--- src/rtl/decoder_scan_ctrl.sv ---
// decoder_scan_ctrl
//    Sequences the select (A, B, C) and enable (en) lines of a 3-to-8
//    decoder. Scans the outputs whose mask bit is set in ascending index
//    order. Each slot holds en high for max(dwell, 1) cycles, then holds
//    en low for BLANK_CYC cycles with the select lines unchanged. Runs one
//    pass or wraps continuously (mode_cont).
//
// Ports
//    clk        clock, all logic on posedge
//    rst        synchronous active-high reset
//    start      begin a scan (sampled only while idle)
//    stop       end the scan after the current slot (sampled while busy)
//    mode_cont  1 = wrap to the lowest enabled index, 0 = single pass
//    mask       per-output enable, sampled at each selection point
//    dwell      en-high cycles per slot, 0 behaves as 1
//    A, B, C    decoder select, A = idx[2], C = idx[0]
//    en         decoder enable
//    busy       scan in progress
//    done       one-cycle pulse when a scan ends
//
// state | meaning
// ------+--------------------------------------------------------------
// IDLE  | no scan, en = 0, ABC = 000
// DRIVE | en = 1 on idx_q, counting the dwell down to zero
// BLANK | en = 0 with ABC held, counting the blanking down to zero
module decoder_scan_ctrl #(
   parameter int DWELL_W   = 8,
   parameter int BLANK_CYC = 1
) (
   input  logic               clk,
   input  logic               rst,
   input  logic               start,
   input  logic               stop,
   input  logic               mode_cont,
   input  logic [7:0]         mask,
   input  logic [DWELL_W-1:0] dwell,
   output logic               A,
   output logic               B,
   output logic               C,
   output logic               en,
   output logic               busy,
   output logic               done
);

   localparam int BW = (BLANK_CYC > 1) ? $clog2(BLANK_CYC) : 1;
   localparam logic [BW-1:0] BLANK_LD = BW'((BLANK_CYC > 0) ? BLANK_CYC - 1 : 0);

   typedef enum logic [1:0] {
      IDLE  = 2'd0,
      DRIVE = 2'd1,
      BLANK = 2'd2
   } state_t;

   state_t             state_q, state_d;
   logic [2:0]         idx_q, idx_d;
   logic [DWELL_W-1:0] cnt_q, cnt_d;
   logic [BW-1:0]      bcnt_q, bcnt_d;
   logic               stop_q, stop_d;
   logic               en_q, en_d;
   logic               busy_q, busy_d;
   logic               done_q, done_d;

   logic [7:0]         hi_mask;
   logic [3:0]         low_all;
   logic [3:0]         low_hi;
   logic [DWELL_W-1:0] dwell_ld;
   logic               sel;

   // {found, index} of the lowest set bit.
   function automatic logic [3:0] lowest(input logic [7:0] m);
      lowest = 4'b0000;
      for (int i = 7; i >= 0; i--) begin
         if (m[i]) lowest = {1'b1, 3'(i)};
      end
   endfunction

   // Bits strictly above idx_q; for idx 7 the shift overflows to zero,
   // which correctly leaves nothing above.
   assign hi_mask  = mask & ~((8'd2 << idx_q) - 8'd1);
   assign low_all  = lowest(mask);
   assign low_hi   = lowest(hi_mask);
   // The counter terminates at zero, so load one less than the slot length.
   assign dwell_ld = (dwell == '0) ? '0 : dwell - DWELL_W'(1);

   always_comb begin
      state_d = state_q;
      idx_d   = idx_q;
      cnt_d   = cnt_q;
      bcnt_d  = bcnt_q;
      stop_d  = stop_q;
      done_d  = 1'b0;
      sel     = 1'b0;

      case (state_q)
         IDLE: begin
            if (start) begin
               if (low_all[3]) begin
                  state_d = DRIVE;
                  idx_d   = low_all[2:0];
                  cnt_d   = dwell_ld;
               end else begin
                  done_d = 1'b1;
               end
            end
         end
         DRIVE: begin
            stop_d = stop_q | stop;
            if (cnt_q == '0) begin
               if (BLANK_CYC > 0) begin
                  state_d = BLANK;
                  bcnt_d  = BLANK_LD;
               end else begin
                  sel = 1'b1;
               end
            end else begin
               cnt_d = cnt_q - DWELL_W'(1);
            end
         end
         BLANK: begin
            stop_d = stop_q | stop;
            if (bcnt_q == '0) sel = 1'b1;
            else              bcnt_d = bcnt_q - BW'(1);
         end
         default: state_d = IDLE;
      endcase

      // A stop arriving on the final cycle of a slot still ends the scan.
      if (sel) begin
         if (stop_q || stop) begin
            state_d = IDLE;
         end else if (low_hi[3]) begin
            state_d = DRIVE;
            idx_d   = low_hi[2:0];
            cnt_d   = dwell_ld;
         end else if (mode_cont && low_all[3]) begin
            state_d = DRIVE;
            idx_d   = low_all[2:0];
            cnt_d   = dwell_ld;
         end else begin
            state_d = IDLE;
         end
         if (state_d == IDLE) begin
            done_d = 1'b1;
            idx_d  = 3'b000;
            stop_d = 1'b0;
         end
      end

      en_d   = (state_d == DRIVE);
      busy_d = (state_d != IDLE);
   end

   always_ff @(posedge clk) begin
      if (rst) begin
         state_q <= IDLE;
         idx_q   <= 3'b000;
         cnt_q   <= '0;
         bcnt_q  <= '0;
         stop_q  <= 1'b0;
         en_q    <= 1'b0;
         busy_q  <= 1'b0;
         done_q  <= 1'b0;
      end else begin
         state_q <= state_d;
         idx_q   <= idx_d;
         cnt_q   <= cnt_d;
         bcnt_q  <= bcnt_d;
         stop_q  <= stop_d;
         en_q    <= en_d;
         busy_q  <= busy_d;
         done_q  <= done_d;
      end
   end

   assign A    = idx_q[2];
   assign B    = idx_q[1];
   assign C    = idx_q[0];
   assign en   = en_q;
   assign busy = busy_q;
   assign done = done_q;

endmodule

--- config.mk ---
export PLATFORM = sky130hd
export DESIGN_NAME = decoder_scan_ctrl
export DESIGN_NICKNAME = d
export VERILOG_FILES = /design/src/rtl/decoder_scan_ctrl.sv
export SDC_FILE = /design/constraint.sdc
export NUM_CORES = 1
export LEC_CHECK = 0
export ABC_AREA = 1
export ABC_CLOCK_PERIOD_IN_PS = 3600
export CAP_MARGIN = 10
export CELL_PAD_IN_SITES_DETAIL_PLACEMENT = 1
export CELL_PAD_IN_SITES_GLOBAL_PLACEMENT = 1
export CORE_ASPECT_RATIO = 1.2
export CORE_MARGIN = 3
export CORE_UTILIZATION = 39
export DETAILED_ROUTE_END_ITERATION = 10
export GPL_ROUTABILITY_DRIVEN = 0
export GPL_TIMING_DRIVEN = 0
export PLACE_DENSITY = 0.83
export SLEW_MARGIN = 20
export SYNTH_ARGS = -nofsm -noshare
export SYNTH_HDL_FRONTEND = slang
export SYNTH_SLANG_ARGS = --single-unit
--- constraint.sdc ---
create_clock -name clk -period 3.6 [get_ports clk]
set_input_delay 0.72 -clock clk [delete_from_list [all_inputs] [get_ports clk]]
set_output_delay 0.72 -clock clk [all_outputs]
set_load 0.01 [all_outputs]
==> impl_metrics.ini <==
[yosys]
synth_area_leaders = dfxtp_1 22%, nand2_1 14%, inv_1 9.9%
synth.cell_area_um2 = 1553
ys_async_sr_fraction = 0
yosysTopAreaCell = dfxtp_1
synth-edff-count = 0
synth_cell_types = 27
synth_top_area_frac = 0.2192
syn_avg_cell_area_um2 = 6.042
synth_cells = 257
yosys_warnings = 0
ys_seq_elements = 17
synth-main-ff-cell = dfxtp_1
ys_seq_area_frac = 0.2192
synthesis.nets = 287

[floorplanning]
die_area_um2 = 4778
die-width_um = 63.60
fp.coreArea_um2 = 3724
fp.dieH_um = 75.12
start_util = 0.4170
rows = 24
io_pins = 27

[global_routing]
grt_pass1_vias = 1764
track_usage = 0.2025
grt_max_degree = 12
overflow = 0
antenna_found_initial = 0
grt_pass1_wl_um = 7700

[final_layout]
syn2layout_area_growth_pct = 24.09
final_common_cell = nand2_1
diodes = 0
final_cell_mix = 58 x nand2_1, 41 x inv_1, 36 x nor2_1
drive_above_1_share = 0.08711
finalNetCount = 318
instances_no_fill = 339

[critical_path]
path_common_cell = inv_1
crit_path_cell_trace = clkdlybuf4s50_1 -> inv_1 -> nand4_1 -> nor2_2 -> inv_1 -> nand2_2 -> inv_1 -> o21ai_0 -> nand2_1 -> nand2_1 -> o21ai_1
worstPathRequired_ns = 3.74
crit_path_end_kind = register
critical-path-max-stage-delay_ns = 0.45
regToRegSetupSlack_ns = 1.36
crit_path_start = mask[3]
crit_fanout = 5
critPathKind = primary input to register
reg2regPathDepth = 14
rr_startpoint = idx_q[1]
slowest_stage = clkdlybuf4s50_1
timing.critical_path.buf_inv = 4
worstPathArrival_ns = 2.51
critPathLaunchType = primary input
r2r-end = cnt_q[2]
cpLargestDelayFamily = buffers and inverters

[clocking]
clk_pin_slew_ns = 0.08
holdBufCountCts = 0
cts_tree = built
root_buffer = clkbuf_8
ctsResizeCount = 0
worst_skew_pair.late_latency_ns = 0.26
post_cts_buffers = 0
cts_sinks = 17
numCtsBuffers = 3
cts_max_path_buffers = 2
htreeDepth = 1

[worst_hold_path]
min_to = stop_q
min_path_cells = 2
hold_start = stop_q
hp-class = register to register

[placed_design]
dp_cells = 335
io_buffer_count = 26
hpwl_um = 3891
pre_cts_slack_ns = 0.9211

[power_and_ir_drop]
power_density_nw_per_um2 = 391.6
worst_ir_drop_vdd_uv = 167.8
p_leak_nw = 0.9132

[route]
wl_per_cell_um = 13.35
drc = 0
vias = 1713
routed_via_density = 5.053
drtPass1Iterations = 4
wl_um = 4524
drtIter0Drc = 49
final_antenna_net_count = 0

[sta]
max_freq_mhz = 422.4
slew_violations = 0
layout_setup_ws_ns = 1.233
final.setup.tns_ns = 0
min_period_over_period = 0.6576
setup_viol = 0
finClkSkew_ns = 0.01056
worstMarginPinSlew_ns = 0.5416
hold_viol_final = 0
fin_crit_ns = 2.367
max_slew_margin = 0.6390
rsz0062_at_grt = false
worst_hold_slack_ns = 0.5256

[job]
cap_violations = 0

[status]
outcome = completed
final cells by class:
cell class	instances	area (µm²)
buffer	3	26.28
clock buffer	3	41.29
clock inverter	1	7.507
fill	552	1797
inverter	44	165.2
multi-input combinational	193	1021
sequential	17	340.3
tap	52	65.06
timing repair buffer	26	260.3
state kept, by name, indices dropped and copies added, names as in the netlist:
signal / count
cnt_q: 8
done: 1
idx_q: 3
stop_q: 1
busy: 1
state_q: 2
en: 1
metrics by stage:
stage	cell area (µm²)	power, W	utilization
4_1_cts	1927	0.0007604	0.5175
2_1_floorplan	1553	0.0004906	-
6_report	1927	0.0007545	0.5175
5_1_grt	1927	0.0008213	0.5175
3_5_place_dp	1878	0.0006043	0.5044
3_3_place_gp	1878	0.0005931	0.5044
cell usage after synthesis, types with 4 or more instances:
cell type	instances
nand2_1	58
inv_1	41
nor2_1	36
nand3_1	23
dfxtp_1	17
a21oi_1	14
o21ai_0	13
ha_1	9
nor2_2	6
xor2_1	6
nand3_2	4
power by group:
group          switching [W]  internal (W)  total [W]
clock network      0.0000769     0.0000782   0.000155
registers          0.0000224      0.000217   0.000239
logic               0.000216      0.000144   0.000360
worst max path at each step:
stage / to / slack (ns) / cells after the start
finish: busy / 1.23 / 11
global route: cnt_q[0] / 0.99 / 12
CTS: cnt_q[1] / 1.20 / 12
detailed placement: cnt_q[1] / 0.92 / 12
global placement: cnt_q[1] / 0.95 / 12
floorplan: busy / 1.67 / 16
tightest hold or removal path, stage by stage (launching register included):
cell and delay, ns:
dfxtp_1 0.33, o21ai_0 0.09, nor2_1 0.08
routing by layer:
layer | global-route usage | wire, µm
met3 | 0.01791 | 121
met2 | 0.4432 | 2583
met4 | 0.04317 | 51
met5 | 0 | 0
met1 | 0.2045 | 1769
cell families (layout without fill, tap and decap cells):
kind of cell,Yosys count,after routing,share of synthesized area
adders and majority gates,9,9,0.07252
xor gates and xnor gates,7,7,0.03949
buffers and inverters,47,77,0.1233
and+or+nand+nor,138,138,0.4061
AOI/OAI and AO/OA,39,39,0.1394
DFF,17,17,0.2192
Note: power is estimated with default switching activity, not from simulation.
